--- src/rtl/psg_env_sched.sv ---
// Volume-envelope scheduler feeding the PSG attribute write port.
// Steps each enabled channel's volume toward its target once per sample scan.
module psg_env_sched #(
    parameter int NUM_CH = 16,
    parameter int RATE_W = 8
) (
    input  logic       clk,
    input  logic       rst_n,
    input  logic [5:0] cpu_attr_addr,
    input  logic [7:0] cpu_attr_wrdata,
    input  logic       cpu_attr_write,
    input  logic [4:0] env_addr,
    input  logic [7:0] env_wrdata,
    input  logic       env_write,
    input  logic       next_sample,
    output logic [5:0] psg_attr_addr,
    output logic [7:0] psg_attr_wrdata,
    output logic       psg_attr_write,
    output logic       busy,
    output logic       overrun
);

    typedef enum logic [1:0] {IDLE, STEP, WRITE} state_t;

    state_t state, state_nx;
    logic [3:0] ch, ch_nx;

    logic [7:0]        shadow [NUM_CH];
    logic [RATE_W-1:0] rate   [NUM_CH];
    logic [RATE_W-1:0] div    [NUM_CH];
    logic [5:0]        target [NUM_CH];
    logic [NUM_CH-1:0] en;
    logic [7:0]        pend;

    logic [3:0] cpu_ch, env_ch;
    logic       cpu_b2;
    logic [7:0] cur_sh;
    logic [5:0] cur_vol, cur_tgt, vol_nx;
    logic       div_hit;
    logic       advance, div_inc, div_clr, latch, emit;
    logic       unused_cfg;

    assign cpu_ch     = cpu_attr_addr[5:2];
    assign cpu_b2     = (cpu_attr_addr[1:0] == 2'b10);
    assign env_ch     = env_addr[4:1];
    assign cur_sh     = shadow[ch];
    assign cur_vol    = cur_sh[5:0];
    assign cur_tgt    = target[ch];
    assign div_hit    = (div[ch] == rate[ch]);
    assign vol_nx     = (cur_vol < cur_tgt) ? cur_vol + 6'd1 : cur_vol - 6'd1;
    assign unused_cfg = env_wrdata[6];

    always_ff @(posedge clk or negedge rst_n) begin
        if (!rst_n) begin
            state <= IDLE;
            ch    <= '0;
        end else begin
            state <= state_nx;
            ch    <= ch_nx;
        end
    end

    always_comb begin
        state_nx = state;
        ch_nx    = ch;
        busy     = 1'b0;
        advance  = 1'b0;
        div_inc  = 1'b0;
        div_clr  = 1'b0;
        latch    = 1'b0;
        emit     = 1'b0;
        unique case (state)
            IDLE: begin
                if (next_sample) begin
                    state_nx = STEP;
                    ch_nx    = '0;
                end
            end
            STEP: begin
                busy = 1'b1;
                if (!en[ch]) begin
                    advance = 1'b1;
                end else if (!div_hit) begin
                    div_inc = 1'b1;
                    advance = 1'b1;
                end else begin
                    div_clr = 1'b1;
                    if (cur_vol == cur_tgt) begin
                        advance = 1'b1;
                    end else begin
                        latch    = 1'b1;
                        state_nx = WRITE;
                    end
                end
            end
            WRITE: begin
                busy = 1'b1;
                // CPU owns the port; a CPU hit on this byte supersedes our write
                if (!cpu_attr_write) begin
                    emit    = 1'b1;
                    advance = 1'b1;
                end else if (cpu_attr_addr == {ch, 2'b10}) begin
                    advance = 1'b1;
                end
            end
            default: state_nx = IDLE;
        endcase
        if (advance) begin
            if (ch == 4'(NUM_CH - 1)) begin
                state_nx = IDLE;
            end else begin
                ch_nx    = ch + 4'd1;
                state_nx = STEP;
            end
        end
    end

    always_ff @(posedge clk or negedge rst_n) begin
        if (!rst_n) begin
            for (int i = 0; i < NUM_CH; i++) begin
                shadow[i] <= '0;
                rate[i]   <= '0;
                div[i]    <= '0;
                target[i] <= '0;
            end
            en              <= '0;
            pend            <= '0;
            psg_attr_addr   <= '0;
            psg_attr_wrdata <= '0;
            psg_attr_write  <= 1'b0;
            overrun         <= 1'b0;
        end else begin
            if (div_inc)
                div[ch] <= div[ch] + RATE_W'(1);
            if (div_clr)
                div[ch] <= '0;
            if (latch)
                pend <= {cur_sh[7:6], vol_nx};
            if (emit)
                shadow[ch] <= pend;
            if (cpu_attr_write && cpu_b2)
                shadow[cpu_ch] <= cpu_attr_wrdata;
            // Config write after scan update so a rewrite wins the divider
            if (env_write) begin
                if (!env_addr[0]) begin
                    rate[env_ch] <= RATE_W'(env_wrdata);
                end else begin
                    en[env_ch]     <= env_wrdata[7];
                    target[env_ch] <= env_wrdata[5:0];
                    div[env_ch]    <= '0;
                end
            end
            if (cpu_attr_write) begin
                psg_attr_addr   <= cpu_attr_addr;
                psg_attr_wrdata <= cpu_attr_wrdata;
                psg_attr_write  <= 1'b1;
            end else if (emit) begin
                psg_attr_addr   <= {ch, 2'b10};
                psg_attr_wrdata <= pend;
                psg_attr_write  <= 1'b1;
            end else begin
                psg_attr_write  <= 1'b0;
            end
            if (next_sample && state != IDLE)
                overrun <= 1'b1;
        end
    end

endmodule
--- config.mk ---
export PLATFORM = sky130hd
export DESIGN_NAME = psg_env_sched
export DESIGN_NICKNAME = d
export VERILOG_FILES = /design/src/rtl/psg_env_sched.sv
export SDC_FILE = /design/constraint.sdc
export NUM_CORES = 1
export LEC_CHECK = 0
export ABC_AREA = 0
export BUFFER_PORTS_ARGS = -buffer_cell sky130_fd_sc_hd__buf_2
export CAP_MARGIN = 15
export CORE_UTILIZATION = 25
export DETAILED_ROUTE_END_ITERATION = 7
export SLEW_MARGIN = 20
export SYNTH_ARGS = -nofsm -noshare
export SYNTH_HDL_FRONTEND = slang
export SYNTH_SLANG_ARGS = --single-unit
--- constraint.sdc ---
create_clock -name clk -period 7.8 [get_ports clk]
set_clock_uncertainty 0.15 [all_clocks]
set_input_delay 0.78 -clock clk [delete_from_list [all_inputs] [get_ports clk]]
set_output_delay 0.78 -clock clk [all_outputs]
set_load 0.02 [all_outputs]
### Yosys cells after proc, flatten, opt, wreduce, memory -nomap -nowiden

Cells that the tools add are included.

* register bits: 526
* latch bits: 0
* RAM bits: 0
* ROM bits: 0
* input bits: 32
* output and inout port bits: 17
* logic and storage cells: 192
* memories: 0

* add/sub/neg operators: 4
* $mul: 0
* divide/modulo/power cells: 0
* order comparisons: 10
* equality and inequality tests: 12
* shift operators: 0
* multiplexer cells: 73
* bitwise operators: 8
* reductions and logical operators: 13

Operators with widths (count)
* $mux 128: 6
* $bwmux 128: 4
* $and 128x128->128: 2
* $not 128->128: 2
* $bmux 8 s4: 3
* $bwmux 96: 1
* $demux 8 s4: 3
* $mux 8: 11
* $mux 6: 6
* $bmux 6 s4: 1
* $demux 6 s4: 1
* $mux 1: 23
* $bwmux 16: 1
* $mux 4: 4
* $ge 5x5->1 const B: 3
* $lt 5x1->1 const B: 3
* $not 4->5: 3
* $eq 6x6->1: 2
* $ne 3x3->1 const B: 4
* $lt 4x5->1 const B: 2
* $mux 2: 5
* $add 8x1->8 const B: 1
* $eq 8x8->1: 1
* $add 6x1->6 const B: 1
* other kinds (19): 27

### Logic depth before layout (Yosys ltp)

Gate-level depths: netlist of the first run.

* word-level depth: 14
* depth in mapped cells: 21
* depth with buffers taken out: 16

### Worst setup path after synthesis of the first run

OpenSTA, ideal clock, no wires.

* path type: register to register
* from: reg ch[0]
* to: reg pend[5]
* library setup time: 132 ps
* arrival time: 5345 ps
* required time: 7518 ps
* slack: 2173 ps
* cell stages (with the launch flop): 22
* buffers on the path: 6
* clock period less this slack: 5627 ps
* cells stage by stage: dfrtp_1 buf_2 buf_4 buf_4 buf_2 buf_1 clkbuf_1 mux4_2 mux4_2 ha_1 a21o_1 a21oi_1 o21ai_0 a21oi_1 inv_1 ha_1 nand2_1 nor2_1 a211oi_1 o21ai_0 xnor2_1 o21ai_1

* longest elaborated chain between the ends: 9
* elaborated cells on any way between the ends: 25
* those cells by class: add/sub: 2; order compare: 1; eq/ne: 2; mux: 19; bitwise: 1

RTL lines
* start: declaration: line 26 `logic [3:0] ch, ch_nx;`
* start signal: assignment: line 59 `ch <= ch_nx;`
* $not 4->5 (implied by the code): line 46, 48, 49
* $bmux 8 s4 / $bmux 6 s4 (equally long branches): line 46, 48
* $mux 8 (implied by the code) / $mux 6 (equally long branches) (2 in series): line 46, 48
* $eq 6x6->1: line 88 `if (cur_vol == cur_tgt) begin`
* $mux 1: line 88
* $mux 1: line 83 `end else if (!div_hit) begin`
* $mux 1: line 81 `if (!en[ch]) begin`
* $mux 1: line 72 `unique case (state)`
* end signal: assignment: line 138 `pend <= {cur_sh[7:6], vol_nx};`
* end: declaration: line 33 `logic [7:0] pend;`

Several ways; a longest one is shown, not always the timed one. The select of a mux whose other input is x is not followed.
A chain may end at the register's enable or synchronous reset.

### Worst setup path in the final report of the first run

* from: reg ch[0]
* to: reg pend[0]

Same word-level chain as after synthesis.

==> metrics.yaml, run 1 <==
power_density_mw_per_mm2: 338
antenna_cells: 0
wirelength_mm: 69.6
cp-startpoint: "ch[0]"
hold_violations: 0
drive_gt1_frac: 0.281
fmax_mhz: 183
end_kind: "flip-flop"
p_seq_frac: 0.390
required_ns: 8.14
via_count: 16900
fin_hold_ws_ns: 0.0581
syn_area_mm2: 0.0261
grt_pass1_wl_mm: 110
nets: 2100
ys_ff_latch: 526
netlist-cell-type-count: 51
synth_ff_type: "dfrtp_1"
drtIter0Drc: 1276
synth-warning-count: 0
viasPerCell: 4.87
fin_crit_sh: 0.702
die_x_um: 325
ys_seq_area_frac: 0.505
clkPwrFrac: 0.260
ioPinCount: 49
dp.final_hpwl_mm: 44.5
die_area_mm2: 0.106
wl_per_cell_um: 20.1
ir_drop_v: 0.000243
maxCapViolCount: 0
finalMaxSlewViolations: 0
core_mm2: 0.103
antenna_found_initial: 2
initial_core_util: 0.252
run_status: "finished clean"
insertion_delay_ns: 0.62
hold_buffers: 0
area_delta_synth_final_pct: 13.3
rows: 118
postRouteAntennaNets: 0
rsz0062_at_grt: "false"
cts_buffers: 53
first_pass_iters: 5
grt_overflow: 0
clk_pin_slew_ns: 0.07
path_max_fanout: 37
syn_nets: 2127
die_h_um: 325
postCtsSetupRepairBufs: 0
grt_pass1_vias: 17400
hold_class: "input port to async pin"
cts_max_level: 2
clk_path_buf_depth: 3
swShare: 0.350
setup.worst_path.class: "flip-flop to flip-flop"
intPower_mw: 6.49
rr_startpoint: "ch[0]"
synthesis.instances: 2075
clockRootBuffer: "clkbuf_16"
setup_viol: 0
cts_resized: 0
setup.worst_path.start_class: "flip-flop"
p_leak_nw: 12.9
synthArstFlopShare: 1.00
syn_area_per_cell_um2: 12.6
worst_slew_pin_slew_ns: 1.09
portBuffers: 48
synth_edf_count: 0
power_frac_comb: 0.350
arrival_ns: 5.82
fin_crit_ns: 5.48
place_congestion: 0.829
grt_max_degree: 159
cts_tree: "done"
cts.sinks: 526
track_usage: 0.132
slew-limit-headroom: 0.270
tns_ns: 0
drc: 0
power_switching_mw: 3.49
## cell families after synthesis
| kind of cell | share of synthesized area |
|---|---|
| multiplexers | 0.316 |
| flip-flops | 0.505 |
| AND/OR/NAND/NOR | 0.0744 |
| AO/OA/AOI/OAI | 0.0585 |
| buffers and inverters | 0.0298 |
| XOR/XNOR | 0.00672 |
| adder cells (fa/ha/maj) | 0.00989 |
## state kept, by name (all words and copies together), names as in the netlist
signal	cells
ch	4
div	128
en	16
overrun	1
pend	8
psg_attr_addr	6
psg_attr_wrdata	8
psg_attr_write	1
rate	128
shadow	128
state	2
target	96
## path summary, 6_finish.rpt
| check | endpoint | slack, ns | depth (start not counted) |
|---|---|---|---|
| max | pend[0] | 2.32 | 8 |
| min | rate[111] | 0.06 | 1 |
| max reg2reg | pend[0] | 2.32 | 8 |
| min reg2reg | rate[78] | 0.35 | 1 |
| max in group asynchronous | target[92] | 5.64 | 3 |
| min in group clk | psg_attr_addr[1] | 0.27 | 3 |
## metal layers
metal	track usage	vias to the layer above	part of all wire
met5	0	-	0.00016
met4	0.0390	2	0.025
met3	0.0262	111	0.058
met2	0.205	486	0.46
met1	0.187	8798	0.46
li1	-	7495	-
## layout by cell type (no fill, tap or decap), types with 33 or more instances in the layout
cell and instances:
nor2_1 202, mux4_2 138, a22oi_1 33, mux2i_1 236, buf_2 47, buf_4 45
nand2_1 140, dfrtp_1 524, clkbuf_16 54, a21oi_1 62, o21ai_0 98, mux2_2 244
## through the flow
| stage | setup WS, ns | cells | power, mW | utilization | area [um^2] |
|---|---|---|---|---|---|
| after global placement | 2.45 | 3373 | 7.38 | 0.268 | 27800 |
| after CTS | 2.35 | 3467 | 10.1 | 0.285 | 29500 |
| after detailed placement | 2.40 | 3373 | 7.44 | 0.268 | 27800 |
| after floorplan | 2.17 | 2075 | 6.39 | - | 26100 |
| final | 2.32 | 3467 | 9.98 | 0.285 | 29500 |
| after global routing | 1.94 | 3467 | 10.6 | 0.285 | 29500 |
## cells in the mapped netlist (all sizes together) (2+ instances only)
library cell | count | area [um^2]
a221oi | 3 | 38.8
nor3b | 2 | 15.0
inv | 18 | 67.6
dfrtp | 526 | 13200
nor2 | 206 | 773
a21o | 5 | 37.5
nand2b | 7 | 43.8
or2 | 2 | 12.5
and3 | 16 | 100
nand4 | 6 | 37.5
nand2 | 140 | 526
nand3b | 4 | 30.0
a22oi | 33 | 248
xor2 | 14 | 123
buf | 52 | 236
mux4 | 138 | 3110
o31ai | 2 | 15.0
mux2i | 236 | 2360
o21ai | 104 | 521
a31oi | 2 | 12.5
nor2b | 8 | 50.1
or3 | 3 | 18.8
a32oi | 31 | 272
nor3 | 8 | 40.0
nand3 | 31 | 175
ha | 19 | 238
and2 | 4 | 25.0
xnor2 | 6 | 52.6
a21oi | 62 | 310
clkbuf | 126 | 473
a211oi | 3 | 22.5
mux2 | 245 | 2760
nor4 | 5 | 73.8
## critical path: stages, from the launching register on
cell and delay (ns):
dfrtp_4 0.88, buf_4 0.78, mux4_2 0.59, a22oi_1 0.36
nand2_1 0.16, xor2_1 0.22, nor4_2 0.78, nand4_1 0.84
mux2_2 0.53
## power groups by stage
| stage | Clock (mW) | Sequential [mW] | Combinational (mW) |
|---|---|---|---|
| final | 2.60 | 3.89 | 3.49 |
| after global routing | 2.78 | 3.98 | 3.82 |
| after CTS | 2.67 | 3.89 | 3.52 |
| after detailed placement | 0 | 3.93 | 3.51 |
| after global placement | 0 | 3.92 | 3.46 |
| after floorplan | 0 | 3.65 | 2.74 |
## cell type report
type | count | area (um^2)
clock buffers | 80 | 1590
fillers | 10500 | 74000
inverters | 18 | 67.6
repair buffers | 96 | 639
clock inverters | 14 | 158
flip-flops and latches | 526 | 13200
well taps | 1380 | 1730
multi-input cells | 1353 | 12200
Note: power is estimated with default switching activity, not from simulation.
==> inputs of run 2 (changes only) <==
- clock period: 7.8 -> 5.7 ns (I/O delays scaled with it)
==> run 2 against run 1 <==
Compared with the run above:
- utilization grew 0.34 points
- hold slack lost 0.010 ns
- fmax grew 13%
- design area grew 1.2%
- sequential cell count is the same
- global-route usage shrank 0.078 points
==> metrics.yaml, run 2 (synthesis results as in run 1) <==
dpl_worst_slack_ns: 0.913
most-common-layout-cells: "dfrtp_1, mux2_2, mux2i_1"
setup.worst_path.start_class: "flip-flop"
core_mm2: 0.103
tns_ns: 0
power_density_mw_per_mm2: 467
wl_per_cell_um: 20.0
slew-limit-headroom: 0.272
end_kind: "flip-flop"
initial_core_util: 0.252
intPower_mw: 9.20
hold_violations: 0
hold_class: "input port to flip-flop"
rsz0062_at_grt: "false"
endpoint: "pend[5]"
post_dp_cell_area_mm2: 0.0279
fin_crit_sh: 0.850
fin_crit_ns: 4.85
p_seq_frac: 0.377
clkPwrFrac: 0.275
setup.worst_path.class: "flip-flop to flip-flop"
grt_overflow: 0
setup_viol: 0
die_area_mm2: 0.106
nets: 2119
drc: 0
grt_pass1_vias: 16900
reg2reg_depth: 17
viasPerCell: 4.84
first_pass_iters: 5
finalMaxSlewViolations: 0
top_layer: "met5"
cts_max_level: 2
reg_top3: "div x128, rate x128, shadow x128"
r2r_slack_ns: 0.85
maxCapViolCount: 0
arrival_ns: 5.20
dr_wl_met2_mm: 31.6
grt_pass1_wl_mm: 109
clockRootBuffer: "clkbuf_16"
area_delta_synth_final_pct: 14.6
cts.sinks: 526
fmax_mhz: 206
min_path_cells: 3
rows: 118
drtIter0Drc: 1315
insertion_delay_ns: 0.64
grt_max_degree: 115
ir_drop_v: 0.000353
reg2reg_to: "pend[5]"
setup_ws_ns: 0.852
cp-startpoint: "ch[1]"
worst_slew_pin_slew_ns: 1.09
swShare: 0.340
power_switching_mw: 4.75
place_congestion: 0.797
clk_pin_slew_ns: 0.06
rr_startpoint: "ch[1]"
antenna_found_initial: 4
ioPinCount: 49
wirelength_mm: 69.7
dp.final_hpwl_mm: 44.5
die_x_um: 325
cts_tree: "done"
portBuffers: 48
die_h_um: 325
path_max_fanout: 57
power_frac_comb: 0.349
final_util: 0.289
routedLengthMet1_mm: 32.9
via_count: 16900
postRouteAntennaNets: 0
fillers: 10500
track_usage: 0.132
fin_area_mm2: 0.0299
dr_wl_met3_mm: 3.54
dpl.cell_count: 3390
layout_commonest_cell: "dfrtp_1"
instances_no_fill: 3490
p_leak_nw: 13.1
clk_path_buf_depth: 3
run_status: "finished clean"
drive_gt1_frac: 0.289
required_ns: 6.05
cts_buffers: 53
run 2: worst max-delay path, cell delays in order, from the launching register on:
cell and delay (ns):
dfrtp_4 1.04, buf_4 0.34, mux4_2 0.33, mux4_2 0.51
inv_1 0.08, ha_1 0.22, and3_1 0.17, nand3_1 0.08
o21ai_0 0.07, a21oi_1 0.33, inv_1 0.17, ha_1 0.38
nand2_1 0.09, nor2_1 0.04, a211oi_1 0.30, o21ai_0 0.18
xnor2_1 0.17, o21ai_1 0.07
run 2: per-stage QoR:
stage	hold WS, ns	total power [mW]
3_5_place_dp	0.339	10.2
4_1_cts	0.0187	14.1
6_report	0.0476	14.0
2_1_floorplan	0.124	8.74
3_3_place_gp	0.332	10.1
5_1_grt	0.0737	14.7
run 2: metal layers:
layer | GRT usage | vias to the layer above
li1 | - | 7522
met1 | 0.192 | 8862
met2 | 0.200 | 402
met3 | 0.0226 | 105
met4 | 0.0366 | 4
met5 | 0 | -
run 2: worst min path at each step:
stage / start / slack, ns / end
2_1_floorplan: rst_n / 0.12 / ch[0]
3_3_place_gp: rate[88] / 0.33 / rate[88]
3_5_place_dp: rate[77] / 0.34 / rate[77]
4_1_cts: cpu_attr_addr[1] / 0.02 / psg_attr_addr[1]
5_1_grt: cpu_attr_addr[1] / 0.07 / psg_attr_addr[1]
6_report: cpu_attr_addr[1] / 0.05 / psg_attr_addr[1]
run 2: power groups by stage:
stage / Sequential, mW / Combinational, mW / Clock [mW]
after floorplan: 5.00 / 3.74 / 0
after global placement: 5.30 / 4.81 / 0
after detailed placement: 5.31 / 4.89 / 0
after CTS: 5.25 / 4.90 / 3.92
after global routing: 5.37 / 5.31 / 4.06
final: 5.25 / 4.87 / 3.83
run 2: what timing repair did:
action,in CTS,in global routing
hold buffers,2,0
setup buffers,0,0
hold endpoints to repair,73,0
gates resized for setup,0,0
run 2: cell type report:
cell class | count | area [um^2] | area share
Inverter | 18 | 67.6 | 0.00226
Clock buffer | 76 | 1560 | 0.0524
Timing Repair Buffer | 115 | 833 | 0.0279
Sequential cell | 526 | 13200 | 0.441
Antenna cell | 2 | 5.00 | 0.000168
Multi-Input combinational cell | 1353 | 12200 | 0.408
Tap cell | 1380 | 1730 | 0.0578
Clock inverter | 20 | 334 | 0.0112
